`config.mk`:
```
export PLATFORM = sky130hd
export DESIGN_NAME = player_uart_tx
export DESIGN_NICKNAME = d
export VERILOG_FILES = /design/src/rtl/player_uart_pkg.sv /design/src/rtl/uart_bit_timer.sv /design/src/rtl/player_uart_tx.sv
export SDC_FILE = /design/constraint.sdc
export NUM_CORES = 1
export LEC_CHECK = 0
export CAP_MARGIN = 20
export CORE_UTILIZATION = 65
export DETAILED_ROUTE_END_ITERATION = 8
export PLACE_DENSITY = 0.85
export RECOVER_POWER = 25
export SLEW_MARGIN = 0
export SYNTH_ARGS = -nofsm -noshare
export SYNTH_HDL_FRONTEND = slang
export SYNTH_HIERARCHICAL = 1
export SYNTH_SLANG_ARGS = --single-unit
export TNS_END_PERCENT = 1
```
`constraint.sdc`:
```
create_clock -name clk -period 3.3 [get_ports clk]
set_clock_uncertainty 0.1 [all_clocks]
set_input_delay 0.495 -clock clk [delete_from_list [all_inputs] [get_ports clk]]
set_output_delay 0.495 -clock clk [all_outputs]
set_load 0.02 [all_outputs]
```
`src/rtl/player_uart_pkg.sv`:
```
// Shared definitions for the player status UART transmitter.
// Contents: FSM state encoding, line idle level, data width and default baud divisor.
package player_uart_pkg;

  typedef enum logic [1:0] {
    IDLE  = 2'd0,
    START = 2'd1,
    DATA  = 2'd2,
    STOP  = 2'd3
  } state_t;

  localparam logic        UART_IDLE_LEVEL      = 1'b1;
  localparam int unsigned UART_DATA_BITS       = 8;
  localparam int unsigned DEFAULT_CLKS_PER_BIT = 868;

endpackage

```
`src/rtl/uart_bit_timer.sv`:
```
// Baud-rate timer: counts 0..CLKS_PER_BIT-1 while enabled and flags the wrap cycle.
// Ports:
//   clk, rst          - clock, asynchronous active-low reset
//   enable            - count while high; counter is held at 0 while low
//   bit_tick          - registered, high during the last cycle of each bit period
//   bit_tick_next_c   - combinational look-ahead: bit_tick will be high next cycle
module uart_bit_timer #(
  parameter int unsigned CLKS_PER_BIT = 868
) (
  input  logic clk,
  input  logic rst,
  input  logic enable,
  output logic bit_tick,
  output logic bit_tick_next_c
);

  localparam int unsigned CNT_W = (CLKS_PER_BIT > 1) ? $clog2(CLKS_PER_BIT) : 1;
  localparam logic [CNT_W-1:0] CNT_LAST = CNT_W'(CLKS_PER_BIT - 1);

  logic [CNT_W-1:0] count;
  logic [CNT_W-1:0] count_next;

  // Next count value and look-ahead of the wrap cycle
  always_comb begin
    count_next      = '0;
    bit_tick_next_c = 1'b0;
    if (enable) begin
      count_next      = (count == CNT_LAST) ? '0 : count + CNT_W'(1);
      bit_tick_next_c = (count_next == CNT_LAST);
    end
  end

  // Counter and registered tick
  always_ff @(posedge clk or negedge rst) begin
    if (!rst) begin
      count    <= '0;
      bit_tick <= 1'b0;
    end else begin
      count    <= count_next;
      bit_tick <= bit_tick_next_c;
    end
  end

endmodule

```
`src/rtl/player_uart_tx.sv`:
```
// Player status UART transmitter: sends the status byte 8N1, LSB first, whenever it
// changes and as a periodic keepalive. Newest value wins; mid-frame changes are not queued.
// Ports:
//   clk, rst    - clock, asynchronous active-low reset
//   data_in     - player status byte, sampled every rising edge
//   tx          - UART serial line, idles high
//   busy        - high while start, data or stop bit is on the line
//   frame_done  - one-cycle pulse during the final cycle of each stop bit
module player_uart_tx
  import player_uart_pkg::*;
#(
  parameter int unsigned CLKS_PER_BIT     = DEFAULT_CLKS_PER_BIT,
  parameter int unsigned KEEPALIVE_CYCLES = 10_000_000
) (
  input  logic       clk,
  input  logic       rst,
  input  logic [7:0] data_in,
  output logic       tx,
  output logic       busy,
  output logic       frame_done
);

  localparam int unsigned BIT_W  = $clog2(UART_DATA_BITS);
  localparam int unsigned KA_W   = (KEEPALIVE_CYCLES > 1) ? $clog2(KEEPALIVE_CYCLES) : 1;
  localparam int unsigned KA_MAX = (KEEPALIVE_CYCLES > 0) ? KEEPALIVE_CYCLES - 1 : 0;
  localparam logic        KA_EN  = (KEEPALIVE_CYCLES != 0);
  localparam logic [BIT_W-1:0] BIT_LAST = BIT_W'(UART_DATA_BITS - 1);

  state_t            state, state_n;
  logic [7:0]        shift, shift_n;
  logic [7:0]        last_sent, last_n;
  logic [BIT_W-1:0]  bit_cnt, bit_cnt_n;
  logic [KA_W-1:0]   ka_cnt, ka_n;
  logic              tx_n, busy_n, frame_done_n;

  logic              change, ka_hit;
  logic [7:0]        load_byte;
  logic              bit_tick, bit_tick_next_c;

  // Baud timer runs for the whole frame and rests at 0 in IDLE
  uart_bit_timer #(
    .CLKS_PER_BIT (CLKS_PER_BIT)
  ) u_bit_timer (
    .clk             (clk),
    .rst             (rst),
    .enable          (state != IDLE),
    .bit_tick        (bit_tick),
    .bit_tick_next_c (bit_tick_next_c)
  );

  // Next-state and registered-output logic
  always_comb begin
    state_n      = state;
    shift_n      = shift;
    last_n       = last_sent;
    bit_cnt_n    = bit_cnt;
    ka_n         = '0;
    tx_n         = tx;
    busy_n       = busy;
    frame_done_n = 1'b0;

    change    = (data_in != last_sent);
    ka_hit    = KA_EN && (ka_cnt == KA_W'(KA_MAX));
    load_byte = change ? data_in : last_sent;

    case (state)
      IDLE: begin
        tx_n   = UART_IDLE_LEVEL;
        busy_n = 1'b0;
        if (change || ka_hit) begin
          // tx falls on the same edge that sees the trigger
          shift_n   = load_byte;
          last_n    = load_byte;
          state_n   = START;
          tx_n      = ~UART_IDLE_LEVEL;
          busy_n    = 1'b1;
        end else if (KA_EN) begin
          ka_n = ka_cnt + KA_W'(1);
        end
      end
      START: begin
        if (bit_tick) begin
          state_n   = DATA;
          bit_cnt_n = '0;
          tx_n      = shift[0];
        end
      end
      DATA: begin
        if (bit_tick) begin
          if (bit_cnt == BIT_LAST) begin
            state_n = STOP;
            tx_n    = UART_IDLE_LEVEL;
          end else begin
            shift_n   = shift >> 1;
            tx_n      = shift[1];
            bit_cnt_n = bit_cnt + BIT_W'(1);
          end
        end
      end
      STOP: begin
        // Pulse lands on the cycle where the timer wraps
        frame_done_n = bit_tick_next_c;
        if (bit_tick) begin
          state_n = IDLE;
          busy_n  = 1'b0;
          tx_n    = UART_IDLE_LEVEL;
        end
      end
      default: begin
        state_n = IDLE;
        tx_n    = UART_IDLE_LEVEL;
        busy_n  = 1'b0;
      end
    endcase
  end

  // State and output registers
  always_ff @(posedge clk or negedge rst) begin
    if (!rst) begin
      state      <= IDLE;
      shift      <= '0;
      last_sent  <= 8'h00;
      bit_cnt    <= '0;
      ka_cnt     <= '0;
      tx         <= UART_IDLE_LEVEL;
      busy       <= 1'b0;
      frame_done <= 1'b0;
    end else begin
      state      <= state_n;
      shift      <= shift_n;
      last_sent  <= last_n;
      bit_cnt    <= bit_cnt_n;
      ka_cnt     <= ka_n;
      tx         <= tx_n;
      busy       <= busy_n;
      frame_done <= frame_done_n;
    end
  end

endmodule
```
==> results of run 1 <==
-- layout make-up --
cell class                 instances  share of cell area, %
timing repair buffer              15                   4.03
sequential                        59                   43.7
tap                               52                   1.92
clock buffer                      14                   5.10
inverter                           7                  0.777
clock inverter                     2                  0.296
multi-input combinational        204                   44.2
-- worst max path at each step --
stage / startpoint / end / slack [ns] / depth (start not counted)
final: data_in[2] / ka_cnt[4] / 0.87 / 6
after detailed placement: data_in[7] / ka_cnt[22] / 0.55 / 6
after floorplan: ka_cnt[0] / state[1] / 1.19 / 6
after global placement: data_in[6] / ka_cnt[3] / 0.64 / 6
after global routing: rst / ka_cnt[21] / 0.51 / 3
after CTS: state[0] / shift[2] / 0.89 / 5
-- through the flow --
stage	area, um^2	setup WS (ns)
floorplan	3040	1.19
global placement	3190	0.642
detailed placement	3190	0.549
CTS	3390	0.888
global route	3380	0.513
finish	3380	0.869
-- power by group through the flow --
stage          clock network (mW)  registers, mW  logic, mW
6_report                    0.597          0.999      0.732
5_1_grt                     0.647           1.02      0.812
4_1_cts                     0.607          0.999      0.731
3_5_place_dp                    0           1.01      0.722
3_3_place_gp                    0          0.997      0.697
2_1_floorplan                   0          0.993      0.569
-- registers in the layout (all words and copies together), names as in the netlist --
signal,count
bit_cnt,3
busy,1
last_sent,8
shift,8
tx,1
state,2
frame_done,1
u_bit_timer/bit_tick,1
u_bit_timer/count,10
ka_cnt,24
-- cell usage in the layout (no fill, tap or decap), types with 6 or more instances in the layout --
cell type,count
xnor2_1,12
nor3_1,6
nand3_1,9
nor4_1,7
and3_1,6
inv_1,7
nand4_1,14
mux2_2,23
nor2_1,35
clkdlybuf4s50_1,11
a22o_1,6
xor2_1,25
ha_1,8
nand2_1,16
dfrtp_1,58
clkbuf_8,12
-- worst register-to-register path, cell delays in order, from the launching register on --
cell     delay, ns
dfrtp_1       0.40
ha_1          0.27
and4_1        0.27
nand3_1       0.12
or3_4         0.43
nand2_1       0.54
nor2_1        0.14
-- metal layers --
layer  part of all wire (%)  wire [um]  up-vias  track usage [%]
met5                      0          0        -                0
met4                    2.0        112        0             12.0
met3                    3.3        187       11             6.64
met2                     48       2680       37             39.6
met1                     47       2640     1011             36.2
li1                       -          -     1021                -
-- repair_timing --
action / 4_1_cts / 5_1_grt
endpoints found under the setup margin: 0 / 0
hold endpoints to repair: 14 / 0
buffers inserted: 0 / 0
hold buffers: 1 / 0
-- cells by family (layout without fill, tap and decap cells) --
| kind of cell | after synthesis | after routing | share of synthesized area [%] |
|---|---|---|---|
| AOI/OAI and AO/OA | 22 | 22 | 6.62 |
| xor gates and xnor gates | 37 | 37 | 10.6 |
| adders and majority gates | 8 | 8 | 3.29 |
| buffers and inverters | 13 | 38 | 2.30 |
| DFF | 59 | 59 | 48.6 |
| muxes | 25 | 25 | 9.21 |
| and+or+nand+nor | 112 | 112 | 19.4 |
==> key figures, run 1 <==
Power
  – Sw Share: 31.8%
  – Cell Pwr Density: a little under 700 mW/mm^2
  – Peak VDD IR: 0.000495 V
  – Net Sw Power: 0.740 mW
  – Design Power: roughly 2.3 mW
  – Leak: 1.43 nW
  – Pint: 1.59 mW
  – Combinational share of power: 31.4%
  – Clock power frac: 25.6%
  – Register share of total power: 42.9%

Clock tree
  – CTS tree: built
  – Clk_lat worst skew: ~0.34 ns
  – CTS buffer count: 9
  – Htree depth: 3
  – Post-CTS sizing: 0
  – Clk buf depth: 2
  – CTS Sinks: 59
  – Clock Pin Slew Worst Setup and Hold Paths: 0.06 ns
  – CTS Root Cell: clkbuf_8

Die
  – Die width: around 70 um
  – Die Y: 70.4 um
  – Rows: 24
  – Die area: between 0.004 and 0.005 mm^2
  – Io pins: 13
  – Initial Utilization: between 60% and 70%
  – Core Box Area: around 0.0044 mm^2

Yosys
  – Syn_area_per_cell: between 10 and 15 um^2
  – Ys Warns: 6
  – Yosys reg bits: 59
  – Largest area contributor in the netlist: dfrtp_1
  – Async S/R FF share, synth: 100%
  – Syn Nets: 294
  – Syn Std Cell Area: 0.00304 mm^2
  – Sequential fraction of the synthesis area: 48.6%
  – Post-synth cell types: 43
  – Top-area cell type share of the netlist area: a little under half
  – Main area contributors after synthesis: dfrtp_1, mux2_2, xor2_1
  – Top-count cell post-synth: dfrtp_1
  – Cell count after synthesis: 276
  – Most instantiated cells after synthesis: dfrtp_1, nor2_1, xor2_1
  – Commonest register cell after synthesis: dfrtp_1
  – Post-synth EDFFs: 0

Timing
  – Final hold vios: 0
  – Setup tns final: 0 ns
  – Tcrit/Tclk final: 73.7%
  – Final Max Slew Viols: 0
  – Worst hold slack: roughly 0.40 ns
  – Minimum clock period: 2.43 ns
  – RSZ-0062 raised after global routing: false
  – Slew HR: 31.3%
  – Final setup viols: 0
  – Worst-margin pin slew: around 1.0 ns
  – Max frequency: 411 MHz

Place
  – Buffers added on ports: 12
  – Placer congestion estimate: 0.865
  – Placed cells: about 340
  – Dpl hpwl: 3820 um

Route
  – Initial DRC Count: 76
  – Drt wl/cell: approximately 16 um
  – Via density: about 5.9
  – Drt drc: 0
  – Pre-antenna DRT Iters: 4
  – Antenna Nets Post-Route: 0
  – Vias: 2080
  – Final wirelength: 5620 um

Finish
  – Layout cell share with drive strength beyond 1: 16.6%
  – Footprint of the multi-input gates: 0.00150 mm^2
  – Final instance count without filler cells: about 350
  – N_diodes: 0
  – Total Nets Final: 314
  – Area delta synth->final: 11.2%
  – Fillers: about 300
  – Reg area: around 0.0015 mm^2
  – Final core occ: between 70% and 80%

Critical path
  – Worst path top cell family by delay: simple AND/OR/NAND/NOR gates
  – Critical path startpoint category: input port
  – Slowest CP cell: clkdlybuf4s50_1
  – Worst r2r src: ka_cnt[0]
  – Crit path max fanout: 21
  – Reg-to-reg endpoint: ka_cnt[4]
  – Worst r2r path cells: 6
  – Worst Setup End Kind: flop
  – Worst-path cell chain: clkdlybuf4s50_1 > xor2_1 > nor4_1 > and3_2 > nand2_1 > nor2_1
  – Worst path required time: 3.45 ns
  – Worst Setup Path Type: input port to flop
  – Critical Path Max Stage Delay: 0.45 ns
  – Worst Path Buf+Inv: 1
  – Setup slack, reg-to-reg: 0.87 ns
  – WP data arrival: 2.58 ns

Global routing
  – Initial antenna violation count: 0
  – Vias in the first global route: 2100
  – Largest net degree at the start of global routing: 45
  – First-pass GRT wire length: between 9000 and 10000 um
  – Remaining global-route overflow: 0
  – All-layer global routing usage: about a quarter

Hold path
  – Hold path depth: 1
  – Worst hold path class: flop to flop
  – Hold_sp: u_bit_timer/count[0]
  – Hold EP: u_bit_timer/count[0]

Job
  – Total of max-cap violations: 0

Run status
  – Status: finished clean
No activity file was read; power rests on OpenSTA's default activity.
==> inputs of run 2 (changes only) <==
- CORE_UTILIZATION: 65 -> 60
- PLACE_DENSITY: 0.85 -> 0.79
- clock period: 3.3 -> 2.45 ns (I/O delays scaled with it)
==> run 2 against run 1 <==
Effect of this change: wire length rose by 0.85%; via count rose by 2.8%; die area rose by 8.1%; register-to-register slack got worse by 0.74 ns; clock power rose by 26%; global-route usage fell by 1.9 points; utilization fell by 4.4 points; combinational power rose by 38%; first-iteration DRC count rose by 100%; count of clock-buffer cells in the layout fell by 1; cell count rose by 6.5%; critical endpoint is now shift[6]; largest cell class unchanged.
==> key figures, run 2 (synthesized netlist as in run 1, its figures left out) <==
Run status
  – Status: finished clean

Finish
  – Commonest non-fill, non-tap cell in the layout: dfrtp_1
  – Area delta synth->final: 13.7%
  – N_diodes: 0 (unchanged)
  – Total Nets Final: 322 (+2.5%)
  – Reg area: 0.00148 mm^2 (unchanged)
  – Post-Layout Inst Area: 0.00346 mm^2 (+2.2%)
  – Layout cell share with drive strength beyond 1: 18.4% (+1.8 points)
  – Number of flip-flops in the largest register: 24 (unchanged)
  – Footprint of the multi-input gates: 0.00150 mm^2 (unchanged)
  – Most frequent cells in the layout: dfrtp_1, nor2_1, xor2_1
  – Largest regs: ka_cnt (24), u_bit_timer/count (10)
  – Biggest register: ka_cnt
  – Fillers: 368 (+25%)

Place
  – Area after DPL: 0.00329 mm^2 (+2.9%)
  – Buffers added on ports: 12 (unchanged)
  – Pre-CTS setup slack: 0.0719 ns (-0.477 ns)
  – Placer congestion estimate: 0.777 (-10%)
  – Dpl hpwl: 3880 um (+1.5%)

Global routing
  – All-layer global routing usage: 24.5% (-1.9 points)
  – Remaining global-route overflow: 0 (unchanged)
  – Initial antenna violation count: 0 (unchanged)
  – First-pass GRT wire length: 9690 um (-2.6%)
  – Vias in the first global route: 2068 (-1.5%)
  – Largest net degree at the start of global routing: 38 (-16%)

Clock tree
  – Clock Pin Slew Worst Setup and Hold Paths: 0.06 ns (about the same)
  – Setup Buffers After CTS: 0 (unchanged)
  – Clk buf depth: 2 (unchanged)
  – CTS buffer count: 9 (unchanged)
  – Clk_lat worst skew: 0.34 ns (about the same)
  – CTS tree: built
  – Htree depth: 3 (unchanged)
  – CTS Root Cell: clkbuf_8
  – CTS Sinks: 59 (unchanged)

Critical path
  – Worst r2r src: ka_cnt[0]
  – Critical path startpoint category: flop
  – Reg-to-reg endpoint: shift[6]
  – WP data arrival: 2.45 ns (-0.13 ns)
  – Critical Path Max Stage Delay: 0.43 ns (-0.02 ns)
  – Worst path required time: 2.57 ns (-0.88 ns)
  – Crit path from: ka_cnt[0]
  – Crit path max fanout: 7 (-67%)
  – Setup slack, reg-to-reg: 0.12 ns (-0.74 ns)
  – Worst-path cell chain: ha_1 > and4_1 > nand3_1 > or3_4 > a21oi_4 > mux2_2
  – Slowest CP cell: or3_4
  – Worst r2r path cells: 6 (unchanged)
  – Worst Setup End Kind: flop
  – Worst Setup Path Type: flop to flop
  – Worst path top cell family by delay: simple AND/OR/NAND/NOR gates
  – Worst Path Buf+Inv: 0 (-1)

Power
  – Peak VDD IR: 0.000525 V (+6.2%)
  – Clock power frac: 24.3% (-1.3 points)
  – Register share of total power: 43.2% (+0.3 points)
  – Leak: 1.47 nW (+2.6%)
  – Pint: 2.11 mW (+33%)
  – Net Sw Power: 0.984 mW (+33%)
  – Sw Share: 31.8% (-0.040 points)
  – Cell Pwr Density: 896 mW/mm^2 (+30%)
  – Combinational share of power: 32.5% (+1.1 points)

Route
  – Pre-antenna DRT Iters: 4 (unchanged)
  – Drt drc: 0 (unchanged)
  – Final wirelength: 5670 um (+0.85%)
  – Vias: 2139 (+2.8%)
  – Drt wl/cell: 15.1 um (-5.3%)
  – Initial DRC Count: 153 (+100%)
  – Antenna Nets Post-Route: 0 (unchanged)
  – Via density: 5.69 (-3.5%)

Timing
  – Setup tns final: 0 ns (unchanged)
  – PnR worst setup slack: 0.124 ns (-0.745 ns)
  – Final hold vios: 0 (unchanged)
  – Slew HR: 11.5% (-20 points)
  – Final Max Slew Viols: 0 (unchanged)
  – Worst-margin pin slew: 1.33 ns (+0.297 ns)
  – Minimum clock period: 2.33 ns
  – Max frequency: 430 MHz
  – Tcrit/Tclk final: 94.9%
  – RSZ-0062 raised after global routing: false
  – Final setup viols: 0 (unchanged)

Die
  – Die width: 73.2 um (+4.0%)
  – Rows: 25 (+4.2%)
  – Die area: 0.00536 mm^2 (+8.1%)
  – Core Box Area: 0.00479 mm^2 (+8.4%)
  – Die Y: 73.2 um (+4.0%)
  – Initial Utilization: 63.6% (-5.4 points)
  – Io pins: 13 (unchanged)

Hold path
  – Worst hold path class: flop to flop
  – Hold EP: u_bit_timer/count[0]
  – Hold_sp: u_bit_timer/count[0]
  – Hold path depth: 1 (unchanged)

Job
  – Total of max-cap violations: 0 (unchanged)
## run 2: through the flow
stage	std cells	hold WS [ns]	util, %	power [mW]
after global routing	376	0.409	72.3	3.29
after detailed placement	359	0.288	68.7	2.36
after floorplan	276	-0.0281	-	2.10
after global placement	359	0.289	68.7	2.32
after CTS	376	0.380	72.3	3.13
final	376	0.379	72.3	3.10
## run 2: repair_timing
action                    CTS  global route
hold endpoints to repair   22             0
hold buffers                1             0
resized for setup           0             0
## run 2: worst max path at each step
stage / slack, ns / to / cells past startpoint
after floorplan: 0.34 / state[1] / 6
after global placement: 0.10 / last_sent[5] / 7
after detailed placement: 0.07 / last_sent[6] / 7
after CTS: 0.11 / shift[6] / 6
after global routing: 0.02 / shift[2] / 6
final: 0.12 / shift[6] / 6
## run 2: power groups by stage
stage          registers [mW]  clock network [mW]  logic [mW]
6_report                 1.34               0.752        1.01
5_1_grt                  1.37               0.823        1.10
4_1_cts                  1.34               0.774        1.02
3_5_place_dp             1.35                   0        1.01
3_3_place_gp             1.34                   0       0.977
2_1_floorplan            1.34                   0       0.767
## run 2: final cells by class
| type | count | share of cell area, % |
|---|---|---|
| repair buffers | 23 | 6.11 |
| clock inverters | 3 | 0.434 |
| multi-input cells | 204 | 43.2 |
| flip-flops and latches | 59 | 42.7 |
| well taps | 67 | 2.42 |
| clock buffers | 13 | 4.31 |
| inverters | 7 | 0.760 |
## run 2: routing by layer
metal	GRT usage [%]	vias to the layer above	routed length, um	share of wire [%]
li1	-	1040	-	-
met1	33.9	1053	2690	47
met2	36.3	36	2680	47
met3	6.22	10	198	3.5
met4	11.3	0	97	1.7
met5	0	-	0	0
==> inputs of run 3 (changes only) <==
- SLEW_MARGIN: 0 -> 20
==> results of run 3 <==
Same layout as run 2: the final DEF is identical, and so are final timing and power.
